===== config.mk =====
export PLATFORM = sky130hd
export DESIGN_NAME = sram_burst_ctrl_flat
export DESIGN_NICKNAME = d
export VERILOG_FILES = /design/src/rtl/sram_burst_ctrl_if.sv /design/src/rtl/sram_burst_ctrl.sv /design/src/flat_wrapper.sv
export SDC_FILE = /design/constraint.sdc
export NUM_CORES = 1
export LEC_CHECK = 0
export CORE_UTILIZATION = 44
export DETAILED_ROUTE_END_ITERATION = 16
export HOLD_SLACK_MARGIN = 0.12
export PLACE_DENSITY_LB_ADDON = 0.25
export RECOVER_POWER = 25
export SLEW_MARGIN = 25
export SYNTH_ARGS = -nofsm -noshare
export SYNTH_HDL_FRONTEND = slang
export SYNTH_SLANG_ARGS = --single-unit

===== constraint.sdc =====
create_clock -name clk -period 2 [get_ports clk]
set_input_delay 0.4 -clock clk [delete_from_list [all_inputs] [get_ports clk]]
set_output_delay 0.4 -clock clk [all_outputs]
set_load 0.005 [all_outputs]

===== src/rtl/sram_burst_ctrl_if.sv =====
// Burst command / write-beat / read-beat bundle between the DDR FSM (master)
// and sram_burst_ctrl (slave).
interface sram_burst_ctrl_if #(
    parameter int WIDTH = 8,
    parameter int DEPTH = 2048,
    parameter int LENW  = 3
);
    localparam int AW = $clog2(DEPTH);

    logic             cmd_valid;
    logic             cmd_ready;
    logic             cmd_wr;
    logic [AW-1:0]    cmd_addr;
    logic [LENW-1:0]  cmd_len;

    logic             wr_valid;
    logic             wr_ready;
    logic [WIDTH-1:0] wr_data;

    logic             rd_valid;
    logic             rd_ready;
    logic [WIDTH-1:0] rd_data;

    modport master (
        output cmd_valid, cmd_wr, cmd_addr, cmd_len, wr_valid, wr_data, rd_ready,
        input  cmd_ready, wr_ready, rd_valid, rd_data
    );

    modport slave (
        input  cmd_valid, cmd_wr, cmd_addr, cmd_len, wr_valid, wr_data, rd_ready,
        output cmd_ready, wr_ready, rd_valid, rd_data
    );
endinterface


===== src/rtl/sram_burst_ctrl.sv =====
// Burst sequencer in front of a single-port block RAM with one-cycle
// registered read. One SRAM access per cycle; read data is absorbed by a
// 2-entry FIFO so the consumer may stall at any time.
// Optional macro SRAM_BURST_WRAP_EN: burst addresses wrap inside the aligned
// 2^LENW block (DDR sequential wrap) instead of incrementing linearly.
module sram_burst_ctrl #(
    parameter  int WIDTH = 8,
    parameter  int DEPTH = 2048,
    parameter  int LENW  = 3,
    localparam int AW    = $clog2(DEPTH)
) (
    input  logic             clk,
    input  logic             rst_n,
    sram_burst_ctrl_if.slave bus,
    output logic             busy,
    output logic [AW-1:0]    sram_addr,
    output logic             sram_rd_o_wr,
    output logic [WIDTH-1:0] sram_i_data,
    input  logic [WIDTH-1:0] sram_o_data
);

    typedef enum logic [1:0] {IDLE, WRITE, READ, DRAIN} state_t;

    state_t          state;
    logic            cmd_ready_q;
    logic            wr_ready_q;
    logic            busy_q;
    logic [AW-1:0]   cur;
    logic [AW-1:0]   last_addr;
    logic [LENW-1:0] len_q;
    logic [LENW-1:0] beat;
    logic            inflight;

    logic [1:0][WIDTH-1:0] fifo;
    logic            wr_ptr;
    logic            rd_ptr;
    logic [1:0]      occ;

    logic            wr_acc;
    logic            rd_issue;
    logic            push;
    logic            pop;
    logic            room;

    function automatic logic [AW-1:0] next_addr(input logic [AW-1:0] a);
`ifdef SRAM_BURST_WRAP_EN
        next_addr = {a[AW-1:LENW], a[LENW-1:0] + LENW'(1)};
`else
        next_addr = (a == AW'(DEPTH - 1)) ? '0 : a + AW'(1);
`endif
    endfunction

    // Accesses are gated by rst_n so nothing reaches the RAM on a reset edge.
    assign push     = inflight;
    assign pop      = bus.rd_valid && bus.rd_ready;
    assign room     = (3'(occ) + 3'(inflight)) < (3'd2 + 3'(pop));
    assign wr_acc   = rst_n && wr_ready_q && bus.wr_valid;
    assign rd_issue = rst_n && (state == READ) && room;

    assign sram_rd_o_wr  = wr_acc;
    assign sram_addr     = (wr_acc || rd_issue) ? cur : last_addr;
    assign sram_i_data   = bus.wr_data;

    assign bus.cmd_ready = cmd_ready_q;
    assign bus.wr_ready  = wr_ready_q;
    assign bus.rd_valid  = (occ != 2'd0);
    assign bus.rd_data   = fifo[rd_ptr];
    assign busy          = busy_q;

    // Burst FSM: latches the command, walks addresses, issues accesses.
    always_ff @(posedge clk) begin
        if (!rst_n) begin
            state       <= IDLE;
            cmd_ready_q <= 1'b1;
            wr_ready_q  <= 1'b0;
            busy_q      <= 1'b0;
            cur         <= '0;
            last_addr   <= '0;
            len_q       <= '0;
            beat        <= '0;
            inflight    <= 1'b0;
        end else begin
            inflight <= rd_issue;
            if (wr_acc || rd_issue)
                last_addr <= cur;
            case (state)
                IDLE: begin
                    if (bus.cmd_valid && cmd_ready_q) begin
                        cur         <= bus.cmd_addr;
                        len_q       <= bus.cmd_len;
                        beat        <= '0;
                        cmd_ready_q <= 1'b0;
                        busy_q      <= 1'b1;
                        wr_ready_q  <= bus.cmd_wr;
                        state       <= bus.cmd_wr ? WRITE : READ;
                    end
                end
                WRITE: begin
                    if (wr_acc) begin
                        cur  <= next_addr(cur);
                        beat <= beat + LENW'(1);
                        if (beat == len_q) begin
                            state       <= IDLE;
                            cmd_ready_q <= 1'b1;
                            wr_ready_q  <= 1'b0;
                            busy_q      <= 1'b0;
                        end
                    end
                end
                READ: begin
                    if (rd_issue) begin
                        cur  <= next_addr(cur);
                        beat <= beat + LENW'(1);
                        if (beat == len_q)
                            state <= DRAIN;
                    end
                end
                DRAIN: begin
                    // inflight==0 also means no push is due this edge
                    if (occ == 2'd0 && !inflight) begin
                        state       <= IDLE;
                        cmd_ready_q <= 1'b1;
                        busy_q      <= 1'b0;
                    end
                end
                default: state <= IDLE;
            endcase
        end
    end

    // Response FIFO: captures RAM data one cycle after each read issue.
    always_ff @(posedge clk) begin
        if (!rst_n) begin
            fifo   <= '0;
            wr_ptr <= 1'b0;
            rd_ptr <= 1'b0;
            occ    <= 2'd0;
        end else begin
            if (push) begin
                fifo[wr_ptr] <= sram_o_data;
                wr_ptr       <= ~wr_ptr;
            end
            if (pop)
                rd_ptr <= ~rd_ptr;
            case ({push, pop})
                2'b10:   occ <= occ + 2'd1;
                2'b01:   occ <= occ - 2'd1;
                default: occ <= occ;
            endcase
        end
    end

endmodule


===== src/flat_wrapper.sv =====
// flat-port wrapper written by rule: the top's interface ports become plain ports
module sram_burst_ctrl_flat 
#(
    parameter  int WIDTH = 8,
    parameter  int DEPTH = 2048,
    parameter  int LENW  = 3,
    localparam int AW    = $clog2(DEPTH)
)
  (clk, rst_n, busy, sram_addr, sram_rd_o_wr, sram_i_data, sram_o_data, bus_cmd_valid, bus_cmd_wr, bus_cmd_addr, bus_cmd_len, bus_wr_valid, bus_wr_data, bus_rd_ready, bus_cmd_ready, bus_wr_ready, bus_rd_valid, bus_rd_data);
  sram_burst_ctrl_if #(.WIDTH(WIDTH), .DEPTH(DEPTH), .LENW(LENW)) bus_i ();
  input  logic clk;
  input  logic rst_n;
  output logic busy;
  output logic [AW-1:0] sram_addr;
  output logic sram_rd_o_wr;
  output logic [WIDTH-1:0] sram_i_data;
  input  logic [WIDTH-1:0] sram_o_data;
  input wire logic [$bits(bus_i.cmd_valid)-1:0] bus_cmd_valid;
  input wire logic [$bits(bus_i.cmd_wr)-1:0] bus_cmd_wr;
  input wire logic [$bits(bus_i.cmd_addr)-1:0] bus_cmd_addr;
  input wire logic [$bits(bus_i.cmd_len)-1:0] bus_cmd_len;
  input wire logic [$bits(bus_i.wr_valid)-1:0] bus_wr_valid;
  input wire logic [$bits(bus_i.wr_data)-1:0] bus_wr_data;
  input wire logic [$bits(bus_i.rd_ready)-1:0] bus_rd_ready;
  output wire logic [$bits(bus_i.cmd_ready)-1:0] bus_cmd_ready;
  output wire logic [$bits(bus_i.wr_ready)-1:0] bus_wr_ready;
  output wire logic [$bits(bus_i.rd_valid)-1:0] bus_rd_valid;
  output wire logic [$bits(bus_i.rd_data)-1:0] bus_rd_data;
  assign bus_i.cmd_valid = bus_cmd_valid;
  assign bus_i.cmd_wr = bus_cmd_wr;
  assign bus_i.cmd_addr = bus_cmd_addr;
  assign bus_i.cmd_len = bus_cmd_len;
  assign bus_i.wr_valid = bus_wr_valid;
  assign bus_i.wr_data = bus_wr_data;
  assign bus_i.rd_ready = bus_rd_ready;
  assign bus_cmd_ready = bus_i.cmd_ready;
  assign bus_wr_ready = bus_i.wr_ready;
  assign bus_rd_valid = bus_i.rd_valid;
  assign bus_rd_data = bus_i.rd_data;
  sram_burst_ctrl #(.WIDTH(WIDTH), .DEPTH(DEPTH), .LENW(LENW)) u_core (.clk(clk), .rst_n(rst_n), .bus(bus_i), .busy(busy), .sram_addr(sram_addr), .sram_rd_o_wr(sram_rd_o_wr), .sram_i_data(sram_i_data), .sram_o_data(sram_o_data));
endmodule

==> impl_metrics.env, run 1 <==
export IMPL_final_antenna_net_count=0
export IMPL_arrival_ps=2020
export IMPL_wl_met1_um=3170
export IMPL_crit_fanout=5
export IMPL_startpoint_type="register"
export IMPL_yosys_register_bits=54
export IMPL_cts_max_level=2
export IMPL_multiInputGateArea_um2=1580
export IMPL_fmax_mhz=414
export IMPL_syn2layout_area_growth_pct=40.3
export IMPL_drtIter0Drc=165
export IMPL_first_pass_iters=4
export IMPL_vias=2517
export IMPL_rsz0062_at_grt="true"
export IMPL_worstPathRequired_ps=1600
export IMPL_fp_dieH_um=80.8
export IMPL_fp_coreArea_um2=5960
export IMPL_cts_root_buf="clkbuf_8"
export IMPL_violations="setup timing"
export IMPL_highest_layer="met4"
export IMPL_critical_path_class="register to output port"
export IMPL_grt_pass1_wl_um=10600
export IMPL_avgSynthCellArea_um2=8.55
export IMPL_register_area_um2=1090
export IMPL_dr_wl_met3_um=307
export IMPL_powerDensity_nw_per_um2=1270
export IMPL_cts_sinks=54
export IMPL_grt_max_degree=35
export IMPL_syn_inst=319
export IMPL_finalHoldViolCount=0
export IMPL_syn_cell_area_um2=2730
export IMPL_critPathCaptureType="output port"
export IMPL_clk_pin_slew_ps=100
export IMPL_numCtsBuffers=5
export IMPL_io_buffer_count=51
export IMPL_routed_wl_um=6900
export IMPL_clk_latency_ps=310
export IMPL_antenna_found_initial=0
export IMPL_synth_edff_count=0
export IMPL_fin_ws_ps=-418
export IMPL_ys_dominant_reg_cell="dfxtp_1"
export IMPL_drc_errors=0
export IMPL_met2_length_um=3340
export IMPL_total_leakage_power_nw=1.72
export IMPL_dp_cells=449
export IMPL_dieArea_um2=6520
export IMPL_track_usage_pct=21.2
export IMPL_wl_per_cell_um=14.8
export IMPL_ys_warnings_count=0
export IMPL_cts_tree="yes"
export IMPL_status="finished, violations left"
export IMPL_synth_cell_types=53
export IMPL_cts_buffer_depth=2
export IMPL_viasPerCell=5.40
export IMPL_grt_pass1_vias=2262
export IMPL_ys_seq_area_share_pct=39.6
export IMPL_hp_class="register to register"
export IMPL_ir_drop_uv=776
export IMPL_reg2reg_from="u_core.occ[0]"
export IMPL_fillers=519
export IMPL_dieWidth_um=80.8
export IMPL_tightestPinTransition_ps=582
export IMPL_rows=28
export IMPL_insertedDiodeCount=0
export IMPL_clock_skew_ps=7.91
export IMPL_layout_common_cells="52 x dfxtp_1, 43 x nand2_1, 35 x a21oi_1"
export IMPL_start_util_pct=45.8
export IMPL_final_net_count=436
export IMPL_globalplace_congestion=0.844
export IMPL_synth_nets=365
export IMPL_period_minus_slack_ps=2420
export IMPL_stdcell_count=466
export IMPL_worstHoldStart="u_core.fifo[6]"
export IMPL_io_pins=68
export IMPL_preCtsSetupSlack_ps=-665
export IMPL_crit_path_start="u_core.occ[0]"
export IMPL_cts_hold_buf=0
export IMPL_drive_above_1_share_pct=24.0
export IMPL_layout_commonest_cell="dfxtp_1"
export IMPL_dp_hpwl_um=4430
export IMPL_relSlewSlack_pct=61.1
export IMPL_slew_violations=0
export IMPL_timing_final_crit_share_pct=121
export IMPL_finalSetupViolations=11
export IMPL_synth_async_reset_ratio_pct=0
export IMPL_grt_ovfl_total=0
export IMPL_drv_cap=0
## final timing paths
path / slack [ps] / end / depth (start not counted)
worst max-delay path: -420 / sram_addr[0] / 8
worst min register to register: 460 / u_core.fifo[6] / 2
worst min-delay path: 460 / u_core.fifo[6] / 2
worst max register to register: 40 / u_core.last_addr[9] / 9
## final cells by class
type / count / share of cell area (%)
Inverter: 9 / 0.882
Timing Repair Buffer: 88 / 23.7
Sequential cell: 54 / 28.4
Tap cell: 75 / 2.45
Clock inverter: 2 / 1.01
Clock buffer: 6 / 2.45
Multi-Input combinational cell: 232 / 41.1
## worst max-delay path, cell delays in order (launching register included)
cell and delay, ps:
dfxtp_4 360, ha_4 160, ha_4 260, o21ai_2 50, a31oi_1 160, buf_4 170
buf_8 130, mux2_4 310, buf_6 120
## routing by layer
layer  vias to the layer above  track usage (%)
met1                      1193             28.3
met5                         -                0
met2                        53             34.4
met4                         0             8.57
li1                       1263                -
met3                         8             2.92
## metrics by stage
step / util, % / hold WS [ps] / instance area, um^2 / power (mW) / setup TNS [ps]
2_1_floorplan: - / 433 / 2800 / 2.90 / 0
6_report: 64.3 / 458 / 3830 / 4.86 / -4510
3_5_place_dp: 58.7 / 445 / 3490 / 3.75 / -15670
3_3_place_gp: 58.7 / 440 / 3490 / 3.71 / -14520
4_1_cts: 63.1 / 460 / 3760 / 4.71 / -4910
5_1_grt: 64.3 / 478 / 3830 / 5.19 / -5680
## state kept, by name, summed over array words and instances (netlist names), 2 cells and up
register,flops
u_core.last_addr,11
u_core.fifo,16
u_core.state,2
u_core.len_q,3
u_core.occ,2
u_core.beat,3
u_core.cur,11
## Yosys cell counts, types with 2 or more instances
cell type	n	area, um^2
buf_4	9	67.6
or3_1	2	12.5
a21oi_1	35	175
nor2_1	19	71.3
and3_1	4	25.0
nand4_1	4	25.0
buf_2	4	20.0
nand3_1	18	90.1
mux2_1	10	113
mux2_2	9	101
o21ai_0	5	25.0
clkbuf_1	10	37.5
xor2_1	5	43.8
inv_1	9	33.8
dfxtp_1	54	1080
mux2i_1	3	30.0
ha_1	10	125
a211oi_1	2	15.0
and2_1	11	68.8
o31ai_1	5	37.5
nand2b_1	4	25.0
nor2b_1	4	25.0
o21ai_1	11	55.1
nand2_1	43	161
## repair_timing
action	4_1_cts	5_1_grt
buffers inserted	4	3
gates cloned	2	2
setup endpoints to repair	36	34
gates resized for setup	66	21
pin swaps	3	11
## where the power goes
part           total (mW)  internal [mW]  switching [mW]  leakage [nW]
combinational        2.53           1.30            1.24          1.22
clock               0.829          0.452           0.377        0.0665
sequential           1.50           1.29           0.208         0.440
total                4.86           3.04            1.82          1.72
## kinds of logic after synthesis
kind of cell	after synthesis	share of synthesized area, %
AO/OA/AOI/OAI	78	18.1
XOR/XNOR	6	1.93
adder cells (fa/ha/maj)	10	4.59
buffers and inverters	33	6.37
flip-flops	54	39.6
multiplexers	22	8.94
AND/OR/NAND/NOR	116	20.4
Power figures use the tool's default switching activity.
==> run 2, diff against run 1 <==
--- a/config.mk
+++ b/config.mk
@@ -5,7 +5,10 @@
 export SDC_FILE = /design/constraint.sdc
 export NUM_CORES = 1
 export LEC_CHECK = 0
-export CORE_UTILIZATION = 44
+export CAP_MARGIN = 20
+export CELL_PAD_IN_SITES_DETAIL_PLACEMENT = 0
+export CELL_PAD_IN_SITES_GLOBAL_PLACEMENT = 1
+export CORE_UTILIZATION = 33
 export DETAILED_ROUTE_END_ITERATION = 16
 export HOLD_SLACK_MARGIN = 0.12
 export PLACE_DENSITY_LB_ADDON = 0.25
==> impl_metrics.env, run 2 (synthesis results as in run 1) <==
export IMPL_status="finished, violations left"
export IMPL_violations="setup timing"
export IMPL_cts_max_level=2
export IMPL_grt_pass1_wl_um=11900
export IMPL_start_util_pct=34.8
export IMPL_fp_dieH_um=92.9
export IMPL_grt_ovfl_total=0
export IMPL_critical_path_class="register to output port"
export IMPL_viasPerCell=5.02
export IMPL_largest_register_ff_count=16
export IMPL_total_leakage_power_nw=1.76
export IMPL_grt_max_degree=35
export IMPL_drtIter0Drc=116
export IMPL_vias=2489
export IMPL_io_pins=68
export IMPL_hp_class="register to register"
export IMPL_timing_final_crit_share_pct=126
export IMPL_drive_above_1_share_pct=25.4
export IMPL_dieArea_um2=8640
export IMPL_grt_pass1_vias=2477
export IMPL_track_usage_pct=17.2
export IMPL_gr_usage_met2_pct=29.4
export IMPL_cts_sinks=54
export IMPL_dp_hpwl_um=4760
export IMPL_largest_registers="u_core.fifo (16), u_core.cur (11), u_core.last_addr (11)"
export IMPL_grtUsageMet1_pct=22.7
export IMPL_placed_area_um2=3580
export IMPL_tightestPinTransition_ps=436
export IMPL_crit_fanout=5
export IMPL_critPathCaptureType="output port"
export IMPL_clock_skew_ps=10.6
export IMPL_cts_tree="yes"
export IMPL_wl_per_cell_um=14.3
export IMPL_p_total_mw=4.75
export IMPL_clk_latency_ps=310
export IMPL_numCtsBuffers=5
export IMPL_drv_cap=0
export IMPL_syn2layout_area_growth_pct=42.9
export IMPL_cts_root_buf="clkbuf_8"
export IMPL_drc_errors=0
export IMPL_final_antenna_net_count=0
export IMPL_globalplace_congestion=0.778
export IMPL_ir_drop_uv=603
export IMPL_fp_coreArea_um2=7850
export IMPL_cts_buffer_depth=2
export IMPL_rsz0062_at_grt="true"
export IMPL_grt_busiest_layer="met2"
export IMPL_antenna_found_initial=0
export IMPL_dieWidth_um=92.9
export IMPL_routed_wl_um=7100
export IMPL_powerDensity_nw_per_um2=1220
export IMPL_multiInputGateArea_um2=1580
export IMPL_fmax_mhz=398
export IMPL_final_net_count=439
export IMPL_regToRegSetupSlack_ps=50
export IMPL_io_buffer_count=51
export IMPL_layout_commonest_cell="dfxtp_1"
export IMPL_arrival_ps=2110
export IMPL_register_area_um2=1090
export IMPL_relSlewSlack_pct=70.9
export IMPL_cts_hold_buf=0
export IMPL_rows=32
export IMPL_fin_ws_ps=-510
export IMPL_final_cell_area_um2=3900
export IMPL_finalHoldViolCount=0
export IMPL_regMostFlops="u_core.fifo"
export IMPL_startpoint_type="register"
export IMPL_fillers=795
export IMPL_insertedDiodeCount=0
export IMPL_period_minus_slack_ps=2510
export IMPL_first_pass_iters=4
export IMPL_worstPathRequired_ps=1600
export IMPL_layout_common_cells="51 x dfxtp_1, 43 x nand2_1, 33 x a21oi_1"
export IMPL_use_met3_pct=2.79
export IMPL_clk_pin_slew_ps=110
export IMPL_slew_violations=0
export IMPL_finalSetupViolations=11
run 2: power breakdown:
group	internal, mW	switching (mW)
combinational	1.35	1.25
sequential	1.29	0.192
clock	0.286	0.378
total	2.93	1.82
run 2: per-stage QoR:
stage / hold slack [ps] / setup TNS (ps) / worst slack (ps) / util, % / std cells
2_1_floorplan: 433 / 0 / 6.10 / - / 319
3_3_place_gp: 440 / -15180 / -654 / 45.6 / 481
3_5_place_dp: 444 / -17220 / -721 / 45.6 / 481
4_1_cts: 459 / -5620 / -529 / 48.5 / 494
5_1_grt: 484 / -6410 / -589 / 49.7 / 496
6_report: 459 / -5500 / -510 / 49.7 / 496
run 2: layer usage:
layer  vias to the layer above  share of wire, %
li1                       1263                 -
met2                        43                48
met5                         -                 0
met1                      1179                48
met3                         4               3.6
met4                         0              0.54
run 2: timing repair:
action,CTS,global route
endpoints found under the setup margin,36,32
gates resized for setup,65,19
buffers inserted,3,1
pin swaps,3,4
cloned,2,1
run 2: layout make-up:
| type | instances | area share (%) |
|---|---|---|
| flip-flops and latches | 54 | 27.9 |
| repair buffers | 91 | 24.9 |
| well taps | 102 | 3.27 |
| inverters | 9 | 0.866 |
| clock buffers | 6 | 2.12 |
| clock inverters | 2 | 0.449 |
| multi-input cells | 232 | 40.5 |
run 2: worst paths after layout:
check / start / depth (start not counted) / end
max: u_core.occ[0] / 9 / sram_addr[1]
min: u_core.fifo[14] / 2 / u_core.fifo[14]
max reg2reg: u_core.occ[0] / 8 / u_core.beat[2]
min reg2reg: u_core.fifo[14] / 2 / u_core.fifo[14]
run 2: critical path, cell delays in order, from the launching register on:
cell	delay, ps
dfxtp_4	360
ha_4	160
ha_4	260
o21ai_2	50
a31oi_1	160
buf_4	160
buf_12	110
buf_12	110
mux2_4	310
buf_6	120
==> run 3, diff against run 2 <==
==> constraint.sdc (replaced) <==
create_clock -name clk -period 2 [get_ports clk]
set_input_delay 0.6 -clock clk [delete_from_list [all_inputs] [get_ports clk]]
set_output_delay 0.6 -clock clk [all_outputs]
set_load 0.005 [all_outputs]
==> impl_metrics.env, run 3 (synthesis results as in run 1) <==
export IMPL_cts_root_buf="clkbuf_8"
export IMPL_period_minus_slack_ps=2600
export IMPL_clk_pin_slew_ps=100
export IMPL_timing_final_crit_share_pct=130
export IMPL_grt_ovfl_total=0
export IMPL_routed_wl_um=6810
export IMPL_largest_registers="u_core.fifo (16), u_core.cur (11), u_core.last_addr (11)"
export IMPL_slew_violations=0
export IMPL_p_sw_mw=1.87
export IMPL_cts_sinks=54
export IMPL_fp_coreArea_um2=7850
export IMPL_layout_common_cells="51 x dfxtp_1, 43 x nand2_1, 31 x a21oi_1"
export IMPL_p_int_mw=2.92
export IMPL_viasPerCell=4.90
export IMPL_dieArea_um2=8640
export IMPL_critPathCaptureType="output port"
export IMPL_io_pins=68
export IMPL_cts_tree="yes"
export IMPL_start_util_pct=34.8
export IMPL_p_seq_share_pct=31.8
export IMPL_wl_per_cell_um=13.8
export IMPL_vias=2419
export IMPL_final_net_count=438
export IMPL_violations="setup timing"
export IMPL_syn2layout_area_growth_pct=41.1
export IMPL_holdWs_ps=458
export IMPL_dieWidth_um=92.9
export IMPL_gr_usage_met2_pct=26.8
export IMPL_finish_utilization_pct=49.1
export IMPL_clk_latency_ps=310
export IMPL_io_buffer_count=51
export IMPL_fillers=777
export IMPL_crit_fanout=5
export IMPL_grt_pass1_vias=2398
export IMPL_power_share_combinational_pct=55.4
export IMPL_relSlewSlack_pct=61.9
export IMPL_worstPathRequired_ps=1400
export IMPL_use_met3_pct=2.71
export IMPL_dp_cells=480
export IMPL_drv_cap=0
export IMPL_final_antenna_net_count=0
export IMPL_regMostFlops="u_core.fifo"
export IMPL_dp_hpwl_um=4680
export IMPL_ir_drop_uv=704
export IMPL_cts_buffer_depth=2
export IMPL_drive_above_1_share_pct=27.6
export IMPL_grt_busiest_layer="met2"
export IMPL_arrival_ps=2000
export IMPL_final_cell_area_um2=3850
export IMPL_clock_skew_ps=5.70
export IMPL_total_leakage_power_nw=1.59
export IMPL_placed_area_um2=3580
export IMPL_cts_hold_buf=0
export IMPL_rows=32
export IMPL_status="finished, violations left"
export IMPL_p_clk_share_pct=12.8
export IMPL_startpoint_type="register"
export IMPL_p_total_mw=4.79
export IMPL_layout_commonest_cell="dfxtp_1"
export IMPL_rsz0062_at_grt="true"
export IMPL_grtUsageMet1_pct=21.7
export IMPL_drtIter0Drc=129
export IMPL_fp_dieH_um=92.9
export IMPL_cts_max_level=2
export IMPL_hp_class="register to register"
export IMPL_preCtsSetupSlack_ps=-1110
export IMPL_stdcell_count=494
export IMPL_multiInputGateArea_um2=1640
export IMPL_first_pass_iters=4
export IMPL_grt_max_degree=35
export IMPL_tightestPinTransition_ps=570
export IMPL_drc_errors=0
export IMPL_sw_frac_of_total_pct=39.1
export IMPL_insertedDiodeCount=0
export IMPL_critical_path_class="register to output port"
export IMPL_finalSetupViolations=12
export IMPL_numCtsBuffers=5
export IMPL_fmax_mhz=385
export IMPL_track_usage_pct=16.2
export IMPL_powerDensity_nw_per_um2=1240
export IMPL_setup_tns_final_ps=-6450
export IMPL_largest_register_ff_count=16
export IMPL_finalHoldViolCount=0
export IMPL_fin_ws_ps=-601
export IMPL_grt_pass1_wl_um=11100
export IMPL_antenna_found_initial=0
export IMPL_register_area_um2=1090
export IMPL_globalplace_congestion=0.763
## run 3: cell types whose count changed in the layout (fill, tap and decap cells not counted), moves of 3 or more
| cell | previous run | this run |
|---|---|---|
| dlymetal6s2s_1 | 9 | 0 |
| dlygate4sd2_1 | 2 | 6 |
| and2_1 | 8 | 11 |
| and2_4 | 3 | 0 |
| buf_6 | 13 | 16 |
| o21ai_1 | 10 | 7 |
## run 3: critical path: stages (launching register included)
cell and delay [ps]:
dfxtp_4 370, ha_4 160, ha_4 270, o21ai_4 60
a31oi_4 160, buf_4 150, buf_12 110, mux2_4 300
buf_6 110
## run 3: per-layer routing
metal,part of all wire (%),vias to the layer above
met5,0,-
met4,0.82,0
met3,3.9,4
met2,46,48
met1,50,1109
li1,-,1258
## run 3: power by group through the flow
stage | Clock (mW) | Combinational (mW) | Sequential, mW
after floorplan | 0 | 1.41 | 1.49
after global placement | 0 | 2.28 | 1.52
after detailed placement | 0 | 2.29 | 1.52
after CTS | 0.642 | 2.48 | 1.50
after global routing | 0.673 | 2.92 | 1.56
final | 0.612 | 2.65 | 1.52
## run 3: worst paths after layout
kind                       start              to  slack, ps  depth (start not counted)
hold / removal    u_core.fifo[8]  u_core.fifo[8]        460                          2
hold reg to reg   u_core.fifo[8]  u_core.fifo[8]        460                          2
setup reg to reg   u_core.occ[0]  u_core.beat[0]          0                          7
setup / recovery   u_core.occ[0]    sram_addr[6]       -600                          8
## run 3: layout make-up
| cell class | instances | share of cell area (%) |
|---|---|---|
| flip-flops and latches | 54 | 28.3 |
| well taps | 102 | 3.31 |
| clock buffers | 5 | 1.79 |
| repair buffers | 90 | 22.9 |
| inverters | 9 | 0.877 |
| clock inverters | 2 | 0.357 |
| multi-input cells | 232 | 42.5 |
## run 3: timing repair
action                                  in CTS  in global routing
endpoints found under the setup margin      37                 28
resized for setup                           97                 19
cloned                                       1                  2
setup buffers                                5                  1
pin swaps                                    7                 12
